`src/rtl/uart_cmd_pkg.sv`:
```
// Shared constants and types for the UART command responder.
// Opcodes, response codes and the FSM state encoding.
package uart_cmd_pkg;

  localparam logic [7:0] OP_WR    = 8'h57;
  localparam logic [7:0] OP_RD    = 8'h52;
  localparam logic [7:0] RSP_OK   = 8'h4B;
  localparam logic [7:0] RSP_DATA = 8'h44;
  localparam logic [7:0] RSP_ERR  = 8'h45;

  typedef enum logic [2:0] {
    ST_IDLE     = 3'd0,
    ST_GET_ADDR = 3'd1,
    ST_GET_DATA = 3'd2,
    ST_EXEC     = 3'd3,
    ST_TX_WAIT  = 3'd4
  } cmd_state_t;

  function automatic logic is_opcode(
    input logic [7:0] b
  );
    return (b == OP_WR) || (b == OP_RD);
  endfunction

endpackage

```
`src/rtl/uart_cmd_regfile.sv`:
```
// Register file behind the command responder.
// One write port, one combinational read port, flat view.
module uart_cmd_regfile
  import uart_cmd_pkg::*;
#(
  parameter int NUM_REGS = 16,
  localparam int AW = (NUM_REGS > 1) ?
                      $clog2(NUM_REGS) : 1
) (
  input  logic                  clk,
  input  logic                  rstn,
  input  logic                  we,
  input  logic [AW-1:0]         addr,
  input  logic [7:0]            wdata,
  output logic [7:0]            rdata,
  output logic [8*NUM_REGS-1:0] regs
);

  logic [7:0] mem [NUM_REGS];

  always_ff @(posedge clk or negedge rstn) begin
    if (!rstn) begin
      for (int i = 0; i < NUM_REGS; i++) begin
        mem[i] <= '0;
      end
    end else if (we) begin
      mem[addr] <= wdata;
    end
  end

  assign rdata = mem[addr];

  for (genvar k = 0; k < NUM_REGS; k++) begin : g_flat
    assign regs[8*k +: 8] = mem[k];
  end

endmodule

```
`src/rtl/uart_cmd_responder.sv`:
```
// Byte-level read/write command responder behind the UART.
// Parses W/R frames, drives a paced response stream.
module uart_cmd_responder
  import uart_cmd_pkg::*;
#(
  parameter int NUM_REGS = 16,
  parameter int TX_GAP   = 1100,
  parameter int TIMEOUT  = 100000
) (
  input  logic                  clk,
  input  logic                  rstn,
  input  logic [7:0]            rdata,
  input  logic                  rdata_valid,
  output logic [7:0]            tdata,
  output logic                  tdata_req,
  output logic [8*NUM_REGS-1:0] regs,
  output logic                  wr_pulse,
  output logic [7:0]            wr_addr,
  output logic                  busy,
  output logic [7:0]            err_count
);

  localparam int AW = (NUM_REGS > 1) ?
                      $clog2(NUM_REGS) : 1;
  localparam int GW = $clog2(TX_GAP + 1);
  localparam int TW = $clog2(TIMEOUT + 1);
  localparam logic [GW-1:0] GAP_LAST =
    GW'(TX_GAP - 1);
  localparam logic [TW-1:0] TO_LAST =
    TW'(TIMEOUT - 1);

  cmd_state_t state;

  logic [7:0]    op_q;
  logic [7:0]    addr_q;
  logic [7:0]    data_q;
  logic [7:0]    pend_byte;
  logic          bad_q;
  logic          pend_q;
  logic [GW-1:0] gap_cnt;
  logic [TW-1:0] to_cnt;

  logic       in_rx;
  logic       in_exec;
  logic       in_txw;
  logic       gap_hit;
  logic       to_hit;
  logic       err_inc;
  logic       rf_we;
  logic [7:0] rf_rdata;

  function automatic logic addr_ok(
    input logic [7:0] a
  );
    return {1'b0, a} < 9'(NUM_REGS);
  endfunction

  assign in_rx   = (state == ST_GET_ADDR) ||
                   (state == ST_GET_DATA);
  assign in_exec = (state == ST_EXEC);
  assign in_txw  = (state == ST_TX_WAIT);
  assign gap_hit = (gap_cnt == GAP_LAST);
  assign to_hit  = (to_cnt == TO_LAST);
  assign busy    = (state != ST_IDLE);
  assign rf_we   = in_exec && !bad_q &&
                   (op_q == OP_WR);

  uart_cmd_regfile #(
    .NUM_REGS (NUM_REGS)
  ) u_regfile (
    .clk   (clk),
    .rstn  (rstn),
    .we    (rf_we),
    .addr  (addr_q[AW-1:0]),
    .wdata (data_q),
    .rdata (rf_rdata),
    .regs  (regs)
  );

  // One increment per cycle even if a drop coincides
  // with an error or a timeout.
  always_comb begin
    err_inc = 1'b0;
    unique case (1'b1)
      in_exec: err_inc = bad_q || rdata_valid;
      in_txw:  err_inc = rdata_valid;
      in_rx:   err_inc = !rdata_valid && to_hit;
      default: err_inc = 1'b0;
    endcase
  end

  always_ff @(posedge clk or negedge rstn) begin
    if (!rstn) begin
      err_count <= '0;
    end else if (err_inc &&
                 (err_count != 8'hFF)) begin
      err_count <= err_count + 8'd1;
    end
  end

  always_ff @(posedge clk or negedge rstn) begin
    if (!rstn) begin
      state     <= ST_IDLE;
      op_q      <= '0;
      addr_q    <= '0;
      data_q    <= '0;
      pend_byte <= '0;
      bad_q     <= 1'b0;
      pend_q    <= 1'b0;
      gap_cnt   <= '0;
      to_cnt    <= '0;
      tdata     <= '0;
      tdata_req <= 1'b0;
      wr_pulse  <= 1'b0;
      wr_addr   <= '0;
    end else begin
      tdata_req <= 1'b0;
      wr_pulse  <= 1'b0;
      unique case (state)
        ST_IDLE: begin
          if (rdata_valid) begin
            op_q   <= rdata;
            to_cnt <= '0;
            if (is_opcode(rdata)) begin
              bad_q <= 1'b0;
              state <= ST_GET_ADDR;
            end else begin
              bad_q <= 1'b1;
              state <= ST_EXEC;
            end
          end
        end
        ST_GET_ADDR: begin
          if (rdata_valid) begin
            addr_q <= rdata;
            to_cnt <= '0;
            if (op_q == OP_RD) begin
              bad_q <= !addr_ok(rdata);
              state <= ST_EXEC;
            end else begin
              state <= ST_GET_DATA;
            end
          end else if (to_hit) begin
            to_cnt <= '0;
            state  <= ST_IDLE;
          end else begin
            to_cnt <= to_cnt + 1'b1;
          end
        end
        ST_GET_DATA: begin
          // A bad-address write still eats its data byte.
          if (rdata_valid) begin
            data_q <= rdata;
            to_cnt <= '0;
            bad_q  <= !addr_ok(addr_q);
            state  <= ST_EXEC;
          end else if (to_hit) begin
            to_cnt <= '0;
            state  <= ST_IDLE;
          end else begin
            to_cnt <= to_cnt + 1'b1;
          end
        end
        ST_EXEC: begin
          tdata_req <= 1'b1;
          gap_cnt   <= '0;
          state     <= ST_TX_WAIT;
          pend_q    <= 1'b0;
          if (bad_q) begin
            tdata <= RSP_ERR;
          end else if (op_q == OP_WR) begin
            tdata    <= RSP_OK;
            wr_pulse <= 1'b1;
            wr_addr  <= addr_q;
          end else begin
            tdata     <= RSP_DATA;
            pend_q    <= 1'b1;
            pend_byte <= rf_rdata;
          end
        end
        ST_TX_WAIT: begin
          if (gap_hit) begin
            gap_cnt <= '0;
            if (pend_q) begin
              tdata     <= pend_byte;
              tdata_req <= 1'b1;
              pend_q    <= 1'b0;
            end else begin
              state <= ST_IDLE;
            end
          end else begin
            gap_cnt <= gap_cnt + 1'b1;
          end
        end
        default: state <= ST_IDLE;
      endcase
    end
  end

endmodule
```
`config.mk`:
```
export PLATFORM = sky130hd
export DESIGN_NAME = uart_cmd_responder
export DESIGN_NICKNAME = d
export VERILOG_FILES = /design/src/rtl/uart_cmd_pkg.sv /design/src/rtl/uart_cmd_regfile.sv /design/src/rtl/uart_cmd_responder.sv
export SDC_FILE = /design/constraint.sdc
export NUM_CORES = 1
export LEC_CHECK = 0
export CAP_MARGIN = 15
export CORE_ASPECT_RATIO = 1.2
export CORE_UTILIZATION = 47
export CTS_BUF_LIST = sky130_fd_sc_hd__clkbuf_4 sky130_fd_sc_hd__clkbuf_8 sky130_fd_sc_hd__clkbuf_16
export CTS_CLUSTER_SIZE = 12
export DETAILED_ROUTE_END_ITERATION = 8
export MAX_ROUTING_LAYER = met4
export PLACE_DENSITY_LB_ADDON = 0.25
export RECOVER_POWER = 25
export REMOVE_ABC_BUFFERS = 1
export SKIP_CTS_REPAIR_TIMING = 1
export SYNTH_ARGS = -nofsm -noshare
export SYNTH_HDL_FRONTEND = slang
export SYNTH_SLANG_ARGS = --single-unit
```
`constraint.sdc`:
```
create_clock -name clk -period 6.4 [get_ports clk]
set_clock_uncertainty 0.15 [all_clocks]
set_input_delay 0.96 -clock clk [delete_from_list [all_inputs] [get_ports clk]]
set_output_delay 0.96 -clock clk [all_outputs]
set_load 0.005 [all_outputs]
```
* After elaboration in Yosys (flattened, before gate mapping)
Cells that the tools add are included.
** Word-level totals
- Register bits :: 219
- Output and inout port bits :: 155
** Operators by class
- Bitwise operators :: 3
- Magnitude comparators :: 4
- Equal/unequal tests :: 18
- $add $sub $neg :: 3
- Reductions and logical operators :: 28
- Multiplexer cells :: 43
** Operators with widths (number)
- bitwise mux 128 bit :: 1
- two-way mux 17 bit :: 3
- two-way mux 8 bit :: 5
- case mux 17 bit (2 select lines) :: 1
- binary-select mux 8 bit (select 4 bit) :: 1
- demux 8 bit (select 4 bit) :: 1
- == test 8 x 7 -> 1 bit, second input constant :: 4
- case mux 11 bit (2 select lines) :: 1
- two-way mux 3 bit :: 6
- adder 17 x 1 -> 17 bit, second input constant :: 1
- == test 17 bit, second input constant :: 1
- less-than comparator 8 x 5 -> 1 bit, second input constant :: 2
- case mux 8 bit (2 select lines) :: 1
- case mux 3 bit (5 select lines) :: 1
- two-way mux 1 bit :: 14
- AND reduction 3 bit :: 4
- adder 11 x 1 -> 11 bit, second input constant :: 1
- == test 11 bit, second input constant :: 1
- two-way mux 11 bit :: 1
- != test 2 bit, second input constant :: 5
- AND reduction 2 bit :: 5
- adder 8 x 1 -> 8 bit, second input constant :: 1
- two-way mux 4 bit :: 2
- != test 8 bit, second input constant :: 1
- 19 further kinds :: 35

* Longest topological paths before layout
- Word-level depth :: 6
- Mapped depth :: 7

* By module
From an unflattened synthesis, not the netlist that was laid out.
** Second synthesis, totals
- Cells, all modules :: 759
- Area total of the unflattened synthesis :: 10236.1 um^2
** By module, submodules not included
- uart_cmd_regfile :: times used 1, area each 5983.2 um^2, seq. area each 3203.1 um^2, cells an instance 368
- uart_cmd_responder :: times used 1, area each 4252.8 um^2, seq. area each 2277.2 um^2, cells an instance 391

* Worst setup path after synthesis
No wires, ideal clock.
- Kind :: in2reg
- Start point :: input rdata_valid
- End point :: register err_count[1]
- Setup time :: 0.128 ns
- Stages on the path :: 5
- Arrival time :: 2.233 ns
- Required time :: 6.122 ns
- Path slack :: 3.889 ns
- Buffers on the path :: 1
- Cell sequence :: clkbuf_1 > nor3_1 > a221oi_2 > nor2_1 > mux2_1
** On the way
- Word-level cells in the longest chain between the ends :: 4
- Elaborated cells on any way between the ends :: 5
** Ends and longest elaborated chain
- start, declared :: line uart_cmd_responder.sv:13 : input logic rdata_valid,
- zero test 1 bit :: line uart_cmd_responder.sv:87 : in_rx: err_inc = !rdata_valid && to_hit;
- logical AND 1 bit :: line uart_cmd_responder.sv:87
- case mux 1 bit (3 select lines) * :: line uart_cmd_responder.sv:84 : unique case (1'b1)
- logical AND 1 bit * :: line uart_cmd_responder.sv:95 : end else if (err_inc &&
- end signal, assigned :: line uart_cmd_responder.sv:97 : err_count <= err_count + 8'd1;
- end, declared :: line uart_cmd_responder.sv:20 : output logic [7:0] err_count
Every way passes the cells marked *; elsewhere a longest branch is shown, timed or not.
A chain may end at the register's enable or synchronous reset.

==> impl_results.rst <==
.. list-table::
   :header-rows: 1

   * - Metric
     - Value
   * - Number of CTS-inserted buffers
     - 23
   * - Routed wire length
     - about 25000 um
   * - Leakage power summed over all cells
     - 5.59 nW
   * - Data arrival at the endpoint of the critical path
     - 4.12 ns
   * - Sinks on Clock Net
     - 219
   * - Via density per instance
     - roughly 5.8
   * - Setup violators final
     - 0
   * - Syn avg cell area
     - approximately 13 um2
   * - Total non-filler cell area in the finished layout
     - between 10000 and 15000 um2
   * - Slew at the pin closest to its max-slew limit
     - around 3.1 ns
   * - CTS tree
     - done
   * - Sum of negative setup slack
     - 0 ns
   * - Filler cell count
     - roughly 1700
   * - First DRT Iteration DRCs
     - roughly 410
   * - Cell chain of the critical path
     - clkbuf_2 -> buf_4
   * - Via count of the first global-routing pass
     - approximately 7000
   * - ANT nets after route
     - 0
   * - Delay-heaviest family, CP
     - buffers and inverters
   * - Slack of the worst reg-to-reg path
     - between 3 and 4 ns
   * - Total congestion overflow after global routing
     - 0
   * - Flops & latches, synth
     - around 220
   * - Pre-CTS setup slack
     - approximately 3.1 ns
   * - Die Y-Extent
     - about 160 um
   * - Final weighted congestion in routability-driven placement
     - 0.847
   * - Endpoint class of the critical path
     - async pin
   * - Most frequent standard cell in the layout excluding fill and tap cells
     - dfrtp_1
   * - DR pass1 iterations
     - 5
   * - CP max stage cell
     - clkbuf_2
   * - Drt wl/cell
     - 21.2 um
   * - H-tree levels
     - 1
   * - Synthesized netlist cell count
     - between 700 and 800
   * - DIE AREA
     - approximately 22000 um2
   * - Maximum number of pins on one net before global-route repair
     - around 130
   * - Synthesized area
     - 10100 um2
   * - Kind of launch point of the worst setup path
     - primary input
   * - Total count of max-transition violations in the final report
     - roughly 130
   * - Max-cap violations
     - 1
   * - Clock transition at the registers of the reported paths
     - roughly 0.06 ns
   * - Type of the worst setup path
     - primary input to async pin
   * - Total placed instance area
     - 12000 um2
   * - CP required
     - 6.82 ns
   * - HPWL reported at the end of detailed placement
     - 17000 um
   * - Clock root cell
     - clkbuf_16
   * - Maximum fanout count along the critical path
     - around 130
   * - Violated checks
     - max-capacitance violations, max-slew violations
   * - YS warnings
     - 0
   * - Bufs on Longest Clock Path
     - 3
   * - Number of rows in the core area
     - between 50 and 60
   * - Clk Latency, worst-skew pair
     - 0.51 ns
   * - Crit path largest cell delay
     - between 2 and 2.5 ns
   * - Distinct cell type count of the synthesized netlist
     - 59
   * - Via count
     - between 6000 and 7000
   * - Ratio of total power to cell area
     - 313 nW/um2
   * - Antenna diode instance count
     - 0
   * - Area Growth Syn to Fin
     - 25.7%
   * - Most used cells in the layout excluding fill and tap cells
     - 218 x dfrtp_1, 164 x clkdlybuf4s50_1, 161 x mux2_2, 49 x nand2_1, 41 x o21ai_0
   * - Setup slack of the critical path after layout
     - roughly 2.7 ns
   * - Shortest period the worst path allows
     - ~3.7 ns
   * - Most used DFF post-synth
     - dfrtp_1
   * - Total I/O pin count
     - roughly 170
   * - Achievable Freq
     - 0.270 GHz
   * - Number of antenna violations at the first check in global routing
     - 0
   * - Share of final-layout standard cells stronger than drive strength 1
     - a little under 30%
   * - Period utilisation layout
     - around 58%
   * - Async SR Flop Fraction
     - 100%
   * - Status
     - finished, violations left
   * - Worst min-delay path category
     - flip-flop to flip-flop
   * - Endpoints failing hold
     - 0
   * - Post-synth EDFFs
     - 0
   * - Sequential-to-total area share from yosys stat
     - 54.1%
   * - Core region area
     - about 21000 um2
   * - Residual DRC
     - 0
   * - Layout net count
     - between 900 and 1000
   * - Quantity of I/O buffers inserted on ports
     - 165
   * - Layout Utilization
     - between 60% and 70%
   * - Slew headroom
     - -110%
   * - Die Wd
     - 136 um
   * - Largest voltage drop on the vdd net
     - between 0.2 and 0.25 mV
   * - Setup repair after global routing missed its margin
     - no
   * - Final hold slack
     - approximately 0.33 ns
   * - First-pass GRT wire length
     - between 30000 and 40000 um
   * - Global-route total usage across every layer
     - approximately 24%
   * - Starting density of the core
     - 48.1%
   * - Bufs and invs on worst path
     - 2
kinds of logic (layout without fill, tap and decap cells):
logic type,Yosys count,count (layout),share of synthesized area (%)
xor+xnor,10,10,0.865
mux,211,211,26.8
fa+ha+maj,3,3,0.371
buf+inv,47,216,1.94
compound gates,85,85,5.32
simple gates,185,185,10.6
flops,219,219,54.1
per-stage QoR:
stage / std cells / power (mW)
after floorplan: 721 / 2.29
after global placement: 1162 / 2.68
after detailed placement: 1162 / 2.70
after CTS: 1198 / 4.02
after global routing: 1199 / 4.18
final: 1199 / 3.99
cell type report:
class	instances	area [um2]	share of cell area, %
flip-flops and latches	219	5480	43.1
inverters	8	30.0	0.236
clock buffers	32	656	5.15
multi-input cells	494	4450	35.0
well taps	270	338	2.65
clock inverters	4	73.8	0.580
repair buffers	172	1700	13.3
final timing paths:
path / start / to / depth (start not counted)
setup / recovery: rstn / u_regfile.regs[1] / 2
hold / removal: tdata[5] / tdata[5] / 2
setup reg to reg: to_cnt[13] / err_count[1] / 5
hold reg to reg: tdata[5] / tdata[5] / 2
max in group clk: state[1] / busy / 2
min in group asynchronous: rstn / err_count[0] / 1
sequential cells by signal, indices dropped and copies added (netlist names):
| register | count |
|---|---|
| addr_q | 8 |
| tdata_req | 1 |
| u_regfile.regs | 128 |
| gap_cnt | 11 |
| to_cnt | 17 |
| data_q | 8 |
| err_count | 8 |
| pend_q | 1 |
| tdata | 8 |
| state | 3 |
| wr_pulse | 1 |
| wr_addr | 8 |
| bad_q | 1 |
| op_q | 8 |
| pend_byte | 8 |
tightest hold or removal path, delay by kind of cell (launching register included):
kind / cells / cell delay [ns]
DFF: 1 / 0.34
and+or+nand+nor: 1 / 0.04
AOI/OAI and AO/OA: 1 / 0.06
synth_stat cells, types with 2 or more instances:
| cell type | n | area share [%] |
|---|---|---|
| o221ai_1 | 9 | 0.78 |
| nand2b_1 | 3 | 0.19 |
| mux2_2 | 161 | 18 |
| inv_1 | 8 | 0.30 |
| or3_1 | 7 | 0.43 |
| nand4b_1 | 3 | 0.26 |
| nor2b_1 | 3 | 0.19 |
| ha_1 | 3 | 0.37 |
| a211oi_1 | 4 | 0.30 |
| mux2i_1 | 17 | 1.7 |
| buf_1 | 3 | 0.11 |
| nand3_1 | 25 | 1.2 |
| mux4_2 | 32 | 7.1 |
| nor4_1 | 6 | 0.37 |
| nand2_1 | 49 | 1.8 |
| nor2_1 | 24 | 0.89 |
| nor2_4 | 5 | 0.56 |
| o21ai_0 | 41 | 2.0 |
| or4_1 | 2 | 0.15 |
| and4bb_2 | 2 | 0.25 |
| nor3_1 | 19 | 0.94 |
| nand4_1 | 5 | 0.31 |
| a31oi_1 | 3 | 0.19 |
| nor3b_2 | 3 | 0.37 |
| a21oi_1 | 11 | 0.54 |
| clkbuf_1 | 22 | 0.82 |
| nor2_2 | 4 | 0.25 |
| or2_2 | 3 | 0.19 |
| and3_1 | 5 | 0.31 |
| nand4_2 | 2 | 0.25 |
| o31ai_1 | 4 | 0.30 |
| buf_2 | 13 | 0.64 |
| dfrtp_1 | 219 | 54 |
| a22o_1 | 4 | 0.35 |
| nor3_2 | 4 | 0.40 |
| xor2_1 | 9 | 0.78 |
routing by layer:
| metal | vias to the layer above | share of wire (%) | global-route usage (%) | wire [um] |
|---|---|---|---|---|
| met1 | 3547 | 42 | 31.4 | 10700 |
| met5 | - | 0 | - | 0 |
| met3 | 41 | 5.4 | 4.48 | 1380 |
| met4 | 0 | 2.2 | 5.86 | 563 |
| met2 | 190 | 50 | 39.5 | 12800 |
| li1 | 3138 | - | - | - |
power by group:
part / leakage (nW) / internal [mW] / total (mW) / switching [mW]
clock network: 0.367 / 0.790 / 1.32 / 0.531
registers: 2.97 / 1.53 / 1.81 / 0.287
logic: 2.25 / 0.396 / 0.854 / 0.458
total: 5.59 / 2.71 / 3.99 / 1.28
Power figures use the tool's default switching activity.
